--- config.mk ---
export PLATFORM = sky130hd
export DESIGN_NAME = bg_rom_arbiter_flat
export DESIGN_NICKNAME = d
export VERILOG_FILES = /design/src/rtl/bg_rom_arbiter_pkg.sv /design/src/rtl/bg_rom_arbiter_if.sv /design/src/rtl/bg_rom_arbiter_tag_pipe.sv /design/src/rtl/bg_rom_arbiter.sv /design/src/flat_wrapper.sv
export SDC_FILE = /design/constraint.sdc
export NUM_CORES = 1
export LEC_CHECK = 0
export ABC_AREA = 0
export CORE_UTILIZATION = 31
export CTS_CLUSTER_DIAMETER = 30
export DETAILED_ROUTE_END_ITERATION = 8
export HOLD_SLACK_MARGIN = 0.03
export PLACE_DENSITY = 0.84
export SYNTH_ARGS = -nofsm -noshare
export SYNTH_HDL_FRONTEND = slang
export SYNTH_SLANG_ARGS = --single-unit
--- constraint.sdc ---
create_clock -name vga_clk -period 2.2 [get_ports vga_clk]
set_clock_uncertainty 0.1 [all_clocks]
set_input_delay 0.44 -clock vga_clk [delete_from_list [all_inputs] [get_ports vga_clk]]
set_output_delay 0.44 -clock vga_clk [all_outputs]
set_load 0.02 [all_outputs]
--- src/rtl/bg_rom_arbiter_pkg.sv ---
// Shared types for the background ROM arbiter: default widths, the port-owner
// enum and the tag that travels alongside each ROM read.
package bg_arb_pkg;

  localparam int ADDR_W_DEF = 17;  // 320x240 background
  localparam int DATA_W_DEF = 4;   // palette index

  typedef enum logic [1:0] {
    OWN_NONE = 2'd0,
    OWN_DISP = 2'd1,
    OWN_CPU  = 2'd2
  } owner_e;

  // vld  : a read was issued in this slot
  // owner: who receives rom_q
  // miss : a display request was displaced by this (CPU) read
  typedef struct packed {
    logic   vld;
    owner_e owner;
    logic   miss;
  } tag_t;

endpackage

--- src/rtl/bg_rom_arbiter_if.sv ---
// Bus bundle between the display fetcher, the game-logic CPU, the ROM and the
// arbiter. The arbiter uses the slave modport; clients/ROM use master.
interface bg_rom_arbiter_if
  import bg_arb_pkg::*;
#(
  parameter int ADDR_W = ADDR_W_DEF,
  parameter int DATA_W = DATA_W_DEF
);
  logic              disp_req;
  logic [ADDR_W-1:0] disp_addr;
  logic              disp_valid;
  logic [DATA_W-1:0] disp_data;
  logic              disp_miss;
  logic              cpu_req;
  logic [ADDR_W-1:0] cpu_addr;
  logic              cpu_gnt;
  logic              cpu_valid;
  logic [DATA_W-1:0] cpu_data;
  logic              rom_en;
  logic [ADDR_W-1:0] rom_addr;
  logic [DATA_W-1:0] rom_q;

  modport slave (
    input  disp_req, disp_addr, cpu_req, cpu_addr, rom_q,
    output disp_valid, disp_data, disp_miss, cpu_gnt, cpu_valid, cpu_data,
           rom_en, rom_addr
  );

  modport master (
    output disp_req, disp_addr, cpu_req, cpu_addr, rom_q,
    input  disp_valid, disp_data, disp_miss, cpu_gnt, cpu_valid, cpu_data,
           rom_en, rom_addr
  );
endinterface

--- src/rtl/bg_rom_arbiter_tag_pipe.sv ---
// Tag delay line: ROM_LAT register stages so the tag leaving the pipe lines up
// with the rom_q word produced for the same issue.
module bg_arb_tag_pipe
  import bg_arb_pkg::*;
#(
  parameter int ROM_LAT = 1
) (
  input  logic vga_clk,
  input  logic reset_n,
  input  tag_t i_tag,
  output tag_t o_tag
);

  tag_t r_tag_p [ROM_LAT];

  // Shift the tag one stage per cycle; reset drops every read in flight.
  always_ff @(posedge vga_clk or negedge reset_n) begin
    if (!reset_n) begin
      for (int i = 0; i < ROM_LAT; i++) r_tag_p[i] <= '0;
    end else begin
      r_tag_p[0] <= i_tag;
      for (int i = 1; i < ROM_LAT; i++) r_tag_p[i] <= r_tag_p[i-1];
    end
  end

  assign o_tag = r_tag_p[ROM_LAT-1];

endmodule

--- src/rtl/bg_rom_arbiter.sv ---
// Background ROM arbiter: shares one single-port ROM between the VGA display
// fetcher (priority) and game-logic CPU reads, one read issued per cycle.
// Optional feature macro BG_ARB_STARVE_EN: after STARVE_MAX consecutive denied
// CPU cycles the CPU is forced onto the port and the displaced display read
// comes back flagged with disp_miss and the previous disp_data.
module bg_rom_arbiter
  import bg_arb_pkg::*;
#(
  parameter int ADDR_W     = ADDR_W_DEF,
  parameter int DATA_W     = DATA_W_DEF,
  parameter int ROM_LAT    = 1,
  parameter int STARVE_MAX = 8
) (
  input  logic              vga_clk,
  input  logic              reset_n,
  bg_rom_arbiter_if.slave   bus
);

  if (ROM_LAT < 1 || ROM_LAT > 4 || STARVE_MAX < 1) begin : g_param_err
    $error("bg_rom_arbiter: ROM_LAT must be 1..4 and STARVE_MAX >= 1");
  end

  owner_e            w_owner;
  logic              w_force;
  logic [ADDR_W-1:0] w_rom_addr;
  tag_t              w_tag_in;
  tag_t              w_tag_out;
  logic              r_disp_valid;
  logic [DATA_W-1:0] r_disp_data;
  logic              r_cpu_valid;
  logic [DATA_W-1:0] r_cpu_data;

`ifdef BG_ARB_STARVE_EN
  localparam int CNT_W = $clog2(STARVE_MAX + 1);
  logic [CNT_W-1:0] r_starve_cnt;
  logic             r_disp_miss;

  assign w_force = bus.cpu_req && (r_starve_cnt == CNT_W'(STARVE_MAX));

  // Count consecutive denied CPU cycles, saturating; any grant or idle clears.
  always_ff @(posedge vga_clk or negedge reset_n) begin
    if (!reset_n) begin
      r_starve_cnt <= '0;
    end else if (!bus.cpu_req || bus.cpu_gnt) begin
      r_starve_cnt <= '0;
    end else if (r_starve_cnt != CNT_W'(STARVE_MAX)) begin
      r_starve_cnt <= r_starve_cnt + CNT_W'(1);
    end
  end

  assign bus.disp_miss = r_disp_miss;
`else
  assign w_force       = 1'b0;
  assign bus.disp_miss = 1'b0;
`endif

  // Pick the port owner for this cycle; nobody owns it while in reset.
  always_comb begin
    w_owner = OWN_NONE;
    if (!reset_n)                       w_owner = OWN_NONE;
    else if (bus.disp_req && !w_force)  w_owner = OWN_DISP;
    else if (bus.cpu_req)               w_owner = OWN_CPU;
  end

  assign w_rom_addr   = (w_owner == OWN_CPU) ? bus.cpu_addr : bus.disp_addr;
  assign bus.rom_addr = w_rom_addr;
  assign bus.rom_en   = (w_owner != OWN_NONE);
  assign bus.cpu_gnt  = (w_owner == OWN_CPU);

  // Build the tag that follows this cycle's read through the ROM.
  always_comb begin
    w_tag_in       = '0;
    w_tag_in.vld   = (w_owner != OWN_NONE);
    w_tag_in.owner = w_owner;
`ifdef BG_ARB_STARVE_EN
    w_tag_in.miss  = (w_owner == OWN_CPU) && bus.disp_req;
`endif
  end

  bg_arb_tag_pipe #(
    .ROM_LAT (ROM_LAT)
  ) u_tag_pipe (
    .vga_clk (vga_clk),
    .reset_n (reset_n),
    .i_tag   (w_tag_in),
    .o_tag   (w_tag_out)
  );

  // Capture rom_q for the tagged owner; data holds between updates.
  always_ff @(posedge vga_clk or negedge reset_n) begin
    if (!reset_n) begin
      r_disp_valid <= 1'b0;
      r_disp_data  <= '0;
      r_cpu_valid  <= 1'b0;
      r_cpu_data   <= '0;
`ifdef BG_ARB_STARVE_EN
      r_disp_miss  <= 1'b0;
`endif
    end else begin
      r_disp_valid <= 1'b0;
      r_cpu_valid  <= 1'b0;
`ifdef BG_ARB_STARVE_EN
      r_disp_miss  <= 1'b0;
      // Displaced display read: report it on time but keep the old pixel.
      if (w_tag_out.vld && w_tag_out.miss) begin
        r_disp_valid <= 1'b1;
        r_disp_miss  <= 1'b1;
      end
`endif
      if (w_tag_out.vld && w_tag_out.owner == OWN_DISP) begin
        r_disp_valid <= 1'b1;
        r_disp_data  <= bus.rom_q;
      end
      if (w_tag_out.vld && w_tag_out.owner == OWN_CPU) begin
        r_cpu_valid <= 1'b1;
        r_cpu_data  <= bus.rom_q;
      end
    end
  end

  assign bus.disp_valid = r_disp_valid;
  assign bus.disp_data  = r_disp_data;
  assign bus.cpu_valid  = r_cpu_valid;
  assign bus.cpu_data   = r_cpu_data;

endmodule

--- src/flat_wrapper.sv ---
// flat-port wrapper written by rule: the top's interface ports become plain ports
module bg_rom_arbiter_flat import bg_arb_pkg::*;
#(
  parameter int ADDR_W     = ADDR_W_DEF,
  parameter int DATA_W     = DATA_W_DEF,
  parameter int ROM_LAT    = 1,
  parameter int STARVE_MAX = 8
)
  (vga_clk, reset_n, bus_disp_req, bus_disp_addr, bus_cpu_req, bus_cpu_addr, bus_rom_q, bus_disp_valid, bus_disp_data, bus_disp_miss, bus_cpu_gnt, bus_cpu_valid, bus_cpu_data, bus_rom_en, bus_rom_addr);
  bg_rom_arbiter_if #(.ADDR_W(ADDR_W), .DATA_W(DATA_W)) bus_i ();
  input  logic vga_clk;
  input  logic reset_n;
  input wire logic [$bits(bus_i.disp_req)-1:0] bus_disp_req;
  input wire logic [$bits(bus_i.disp_addr)-1:0] bus_disp_addr;
  input wire logic [$bits(bus_i.cpu_req)-1:0] bus_cpu_req;
  input wire logic [$bits(bus_i.cpu_addr)-1:0] bus_cpu_addr;
  input wire logic [$bits(bus_i.rom_q)-1:0] bus_rom_q;
  output wire logic [$bits(bus_i.disp_valid)-1:0] bus_disp_valid;
  output wire logic [$bits(bus_i.disp_data)-1:0] bus_disp_data;
  output wire logic [$bits(bus_i.disp_miss)-1:0] bus_disp_miss;
  output wire logic [$bits(bus_i.cpu_gnt)-1:0] bus_cpu_gnt;
  output wire logic [$bits(bus_i.cpu_valid)-1:0] bus_cpu_valid;
  output wire logic [$bits(bus_i.cpu_data)-1:0] bus_cpu_data;
  output wire logic [$bits(bus_i.rom_en)-1:0] bus_rom_en;
  output wire logic [$bits(bus_i.rom_addr)-1:0] bus_rom_addr;
  assign bus_i.disp_req = bus_disp_req;
  assign bus_i.disp_addr = bus_disp_addr;
  assign bus_i.cpu_req = bus_cpu_req;
  assign bus_i.cpu_addr = bus_cpu_addr;
  assign bus_i.rom_q = bus_rom_q;
  assign bus_disp_valid = bus_i.disp_valid;
  assign bus_disp_data = bus_i.disp_data;
  assign bus_disp_miss = bus_i.disp_miss;
  assign bus_cpu_gnt = bus_i.cpu_gnt;
  assign bus_cpu_valid = bus_i.cpu_valid;
  assign bus_cpu_data = bus_i.cpu_data;
  assign bus_rom_en = bus_i.rom_en;
  assign bus_rom_addr = bus_i.rom_addr;
  bg_rom_arbiter #(.ADDR_W(ADDR_W), .DATA_W(DATA_W), .ROM_LAT(ROM_LAT), .STARVE_MAX(STARVE_MAX)) u_core (.vga_clk(vga_clk), .reset_n(reset_n), .bus(bus_i));
endmodule
==> results.py, run 1 <==
metrics = {
    "synthesis": {
        "yosys.cell_count.top_type": "mux2_2",
        "syn_area_sq_um": 732.0,
        "ys.warnings.count": 0,
        "synthCells": 51,
        "synth_area_leaders": "dfrtp_1 (44%), mux2_2 (26%), mux2_4 (16%)",
        "yosysTopAreaCell": "dfrtp_1",
        "synth.distinct_cells": 11,
        "synth_top_cells_by_count": "mux2_2 (17), dfrtp_1 (13), mux2_4 (8), inv_1 (4), nand3b_1 (3)",
        "synth_top_area_frac": 0.4444,
        "synth_seq_area_share": 0.4444,
        "ys.flop_type": "dfrtp_1",
        "synth_edf_count": 0,
        "syn_avg_cell_area_sq_um": 14.35,
        "async_flop_share": 1.000,
        "ys_ff_latch": 13,
        "synth_nets": 93,
    },
    "place": {
        "port_buffers": 70,
        "globalplace.congestion": 0.6884,
        "dpl.cell_count": 151,
        "placed_area_sq_um": 1479,
        "hpwl_mm": 1.639,
    },
    "global_routing": {
        "grt_start_max_net_pins": 16,
        "grt_pass1_vias": 783,
        "grt-ovfl-total": 0,
        "grt_antenna_before_repair": 0,
        "grtUsageTotal": 0.1510,
        "grt_pass1_wl_mm": 2.925,
    },
    "floorplan": {
        "die_x_um": 50.59,
        "start_util": 0.3309,
        "core_area_sq_um": 2212,
        "die_area_sq_um": 2559,
        "ios": 72,
        "rows": 17,
        "die_y_um": 50.59,
    },
    "drt": {
        "drtIter0Drc": 2,
        "ant_nets": 0,
        "wire_per_inst_um": 11.84,
        "avgViaCountPerCell": 4.439,
        "wirelength_mm": 1.835,
        "dr.pass1.iters": 2,
        "vias": 688,
        "drc_errors": 0,
    },
    "cts": {
        "clock-sinks": 13,
        "clk_pin_slew_ps": 80,
        "cts_tree": "yes",
        "clk_path_buf_depth": 2,
        "cts_setup_buffers": 0,
        "htreeDepth": 1,
        "worst_skew_pair.late_latency_ps": 270,
        "cts_buffers": 3,
        "cts_hold_buffers": 0,
        "clk_root_buffer_cell": "clkbuf_4",
    },
    "cells_and_area": {
        "final_cell_area_sq_um": 1438,
        "syn2layout_area_growth_pct": 96.41,
        "stdcell_count": 155,
        "fin_nets": 170,
        "antenna_cells": 0,
        "layout-drive-gt1-share": 0.4094,
    },
    "timing": {
        "min_period_over_period": 0.9825,
        "rsz0062_at_grt": "false",
        "setup_viol": 0,
        "final_max_slew_viol_count": 0,
        "period_minus_slack_ps": 2161,
        "max_freq_mhz": 462.7,
        "finalHoldViolCount": 0,
    },
    "power": {
        "powerDensity_nw_per_um2": 544.6,
        "leakagePower_nw": 0.6921,
        "ir_drop_mv": 0.3569,
        "fin_total_pwr_mw": 0.7829,
    },
    "setup_path": {
        "endpoint_kind": "primary output",
        "max_stage_delay_ps": 260,
        "cp.required_ps": 1660,
        "critPathMaxFanout": 13,
        "path_cells": "dlygate4sd2_1, nand3b_1, buf_12, mux2_2, clkdlybuf4s15_2",
        "path_class": "input pin to primary output",
        "crit_start": "bus_disp_req",
        "crit_path_top_delay_cell": "mux2_2",
        "r2r_start": "u_core.u_tag_pipe.o_tag[1]",
        "crit_path_start_kind": "input pin",
        "cp_data_arrival_time_ps": 1620,
    },
    "hold_path": {
        "worstHoldPathType": "input pin to async pin",
    },
    "run_status": {
        "outcome": "finished clean",
    },
    "flow_run": {
        "drv_cap": 0,
    },
}
-- sequential cells by signal, indices dropped and copies added (netlist names) --
signal / count
u_core.bus.cpu_data: 4
u_core.bus.disp_data: 4
u_core.u_tag_pipe.o_tag: 3
u_core.bus.cpu_valid: 1
u_core.bus.disp_valid: 1
-- worst paths after layout --
kind                            slack, ps  depth (start not counted)                    endpoint
worst max-delay path                   40                          5             bus_rom_addr[3]
worst min-delay path                  150                          2  u_core.u_tag_pipe.o_tag[3]
worst max register to register        960                          2      u_core.bus.cpu_data[3]
worst min register to register        410                          1     u_core.bus.disp_data[0]
max in group asynchronous            1670                          2     u_core.bus.disp_data[3]
min in group vga_clk                  410                          1     u_core.bus.disp_data[0]
-- cell usage in the layout, fill, tap and decap left out, types with 2 or more instances in the layout --
cell / n
nand3b_1: 3
buf_4: 3
inv_1: 4
dlygate4sd2_1: 5
clkdlybuf4s50_1: 48
clkbuf_4: 3
clkbuf_2: 5
mux2_4: 8
buf_2: 9
mux2_2: 17
clkdlybuf4s15_2: 2
dfrtp_1: 13
buf_6: 2
-- repair_timing --
| action | CTS | global route |
|---|---|---|
| pin swaps | 1 | 1 |
| endpoints found under the hold margin | 0 | 0 |
| setup endpoints to repair | 19 | 16 |
| gates resized for setup | 55 | 14 |
-- area by class of cell --
cell class | count | area [sq um]
clock buffers | 3 | 22.52
flip-flops and latches | 13 | 325.3
repair buffers | 75 | 681.9
well taps | 28 | 35.03
inverters | 4 | 15.01
fillers | 178 | 774.5
clock inverters | 1 | 5.005
multi-input cells | 31 | 352.8
-- per-stage QoR --
step                hold WS (ps)    util  worst slack [ps]  TNS [ps]
floorplan                  44.41       -             456.7         0
global placement           386.6  0.6686            -462.1     -8279
detailed placement         401.1  0.6686            -473.1     -8343
CTS                        157.0  0.6867            0.4263         0
global route               172.7  0.6499             1.629         0
finish                     154.8  0.6499             38.59         0
-- per-layer routing --
metal  global-route usage  up-vias  routed length, um
met2               0.3044       40               1025
met4              0.02778        0                  0
li1                     -      326                  -
met5                    0        -                  0
met3              0.05455        0                194
met1               0.1431      322                615
-- cells by family (layout without fill, tap and decap cells) --
| family | count (synthesis) | after routing | synth area share |
|---|---|---|---|
| muxes | 25 | 25 | 0.4256 |
| DFF | 13 | 13 | 0.4444 |
| buffers and inverters | 7 | 83 | 0.07350 |
| and+or+nand+nor | 4 | 4 | 0.04103 |
| other | 1 | 1 | 0.005123 |
| AOI/OAI and AO/OA | 1 | 1 | 0.01026 |
-- power breakdown --
part	leakage [nW]	switching, mW	total [mW]	internal, mW
registers	0.159	0.0187	0.297	0.278
clock network	0.0177	0.0740	0.141	0.0673
logic	0.515	0.141	0.345	0.203
total	0.692	0.234	0.783	0.549
-- worst max-delay path: cells and delay by family --
kind / cells / cell delay (ps)
buffers and inverters: 3 / 690
muxes: 1 / 260
and+or+nand+nor: 1 / 230
No activity file was read; power rests on OpenSTA's default activity.
==> run 2, diff against run 1 <==
Settings changed: CELL_PAD_IN_SITES_DETAIL_PLACEMENT set to 1, CELL_PAD_IN_SITES_GLOBAL_PLACEMENT set to 2, CORE_UTILIZATION 31 to 17, PLACE_DENSITY 0.84 to not set, PLACE_DENSITY_LB_ADDON set to 0.1, RECOVER_POWER set to 50.
==> results.py, run 2 (synthesis gave the netlist of run 1 again) <==
metrics = {
    "setup_path": {
        "r2r_end": "u_core.bus.cpu_data[1]",
        "rr_worst_depth": 2,
        "path_class": "input pin to primary output",
        "critPathMaxFanout": 4,
        "reg2reg_slack_ps": 950,
        "r2r_start": "u_core.u_tag_pipe.o_tag[1]",
        "cp_data_arrival_time_ps": 1620,
        "endpoint_kind": "primary output",
        "cp.required_ps": 1660,
        "crit_path_start_kind": "input pin",
    },
    "global_routing": {
        "use_met2": 0.1869,
        "met1_usage": 0.09960,
        "top_usage_layer": "met2",
        "grt_pass1_vias": 760,
        "grt_start_max_net_pins": 16,
        "grtUsageTotal": 0.09965,
        "grt_pass1_wl_mm": 3.346,
        "grt-ovfl-total": 0,
        "grt_antenna_before_repair": 0,
        "grt_util_met3": 0.03209,
    },
    "cts": {
        "clock-sinks": 13,
        "cts_buffers": 3,
        "clk_pin_slew_ps": 50,
        "htreeDepth": 1,
        "clk_root_buffer_cell": "clkbuf_8",
        "clk_path_buf_depth": 2,
        "worst_skew_pair.late_latency_ps": 230,
        "cts_tree": "yes",
    },
    "timing": {
        "period_minus_slack_ps": 2156,
        "max_freq_mhz": 463.9,
        "finalHoldViolCount": 0,
        "rsz0062_at_grt": "false",
        "setup_viol": 0,
        "final_max_slew_viol_count": 0,
        "setup_tns_ps": 0,
        "min_period_over_period": 0.9798,
    },
    "drt": {
        "avgViaCountPerCell": 4.005,
        "vias": 733,
        "drtIter0Drc": 15,
        "dr.pass1.iters": 4,
        "wirelength_mm": 2.269,
        "ant_nets": 0,
        "drc_errors": 0,
        "wire_per_inst_um": 12.40,
    },
    "cells_and_area": {
        "fin_nets": 176,
        "nFillCells": 454,
        "ff_latch_area_sq_um": 325.3,
        "syn2layout_area_growth_pct": 109.4,
        "multi_input_area_sq_um": 352.8,
        "layout_commonest_cell": "clkdlybuf4s50_1",
        "layout-drive-gt1-share": 0.4361,
        "antenna_cells": 0,
        "layout_common_cells": "clkdlybuf4s50_1 (48), mux2_2 (17), dfrtp_1 (13), buf_2 (12)",
        "fin_util": 0.3777,
    },
    "floorplan": {
        "ios": 72,
        "start_util": 0.1804,
        "die_x_um": 67.62,
        "core_area_sq_um": 4058,
        "die_y_um": 67.62,
        "die_area_sq_um": 4572,
        "rows": 23,
    },
    "hold_path": {
        "worstHoldPathType": "input pin to async pin",
    },
    "place": {
        "port_buffers": 70,
        "globalplace.congestion": 0.6237,
        "hpwl_mm": 1.962,
    },
    "power": {
        "powerDensity_nw_per_um2": 559.6,
        "ir_drop_mv": 0.2164,
        "leakagePower_nw": 0.7216,
    },
    "flow_run": {
        "drv_cap": 0,
    },
    "run_status": {
        "outcome": "finished clean",
    },
}
## run 2: changes by cell type in the layout (fill, tap and decap cells not counted), moves of 2 or more
| cell | change |
|---|---|
| dlygate4sd2_1 | -2 |
| clkbuf_8 | +3 |
| clkbuf_4 | -3 |
| buf_6 | +4 |
| clkbuf_2 | -4 |
| buf_2 | +3 |
| buf_4 | +5 |
## run 2: report_power, final
group          leakage, nW  total, mW  internal [mW]  switching [mW]
registers            0.159      0.298          0.279          0.0186
clock network       0.0228      0.204          0.127          0.0770
logic                0.540      0.356          0.210           0.145
total                0.722      0.858          0.617           0.241
## run 2: per-stage QoR
step	instances	worst slack, ps	hold WS [ps]	total power, mW	area, sq um
after global routing	183	0.9912	203.2	0.9098	1533
final	183	44.37	191.3	0.8577	1533
after floorplan	51	456.7	44.41	0.4600	732.0
after CTS	183	-27.16	226.3	0.8741	1536
after global placement	173	-510.2	387.0	0.6655	1494
after detailed placement	173	-496.8	401.7	0.6738	1494
## run 2: worst max-delay path by stage
stage	from	to	cells after the start
after global placement	bus_disp_req	bus_rom_addr[6]	5
final	bus_cpu_req	bus_rom_addr[8]	6
after global routing	bus_cpu_req	bus_rom_addr[8]	6
after CTS	reset_n	bus_rom_addr[5]	5
after floorplan	bus_disp_req	bus_rom_addr[10]	4
after detailed placement	bus_disp_req	bus_rom_addr[14]	5
## run 2: layer usage
| layer | part of all wire | vias to the layer above |
|---|---|---|
| met1 | 0.33 | 348 |
| met5 | 0 | - |
| li1 | - | 339 |
| met3 | 0.11 | 2 |
| met4 | 0.0097 | 0 |
| met2 | 0.56 | 44 |
## run 2: critical path: stages
cell,delay [ps]
dlygate4sd2_1,230
nand3b_1,180
buf_6,190
buf_4,130
mux2_4,280
buf_2,160
## run 2: cell type report
cell class              count  share of cell area
clock buffers               4             0.02939
inverters                   4            0.009796
multi-input cells          31              0.2302
flip-flops and latches     13              0.2122
well taps                  50             0.04082
repair buffers             81              0.4776
## run 2: what timing repair did
action | in CTS | in global routing
buffers inserted | 5 | 0
resized for setup | 79 | 5
gates cloned | 1 | 0
hold buffers | 0 | 0
setup endpoints to repair | 19 | 8
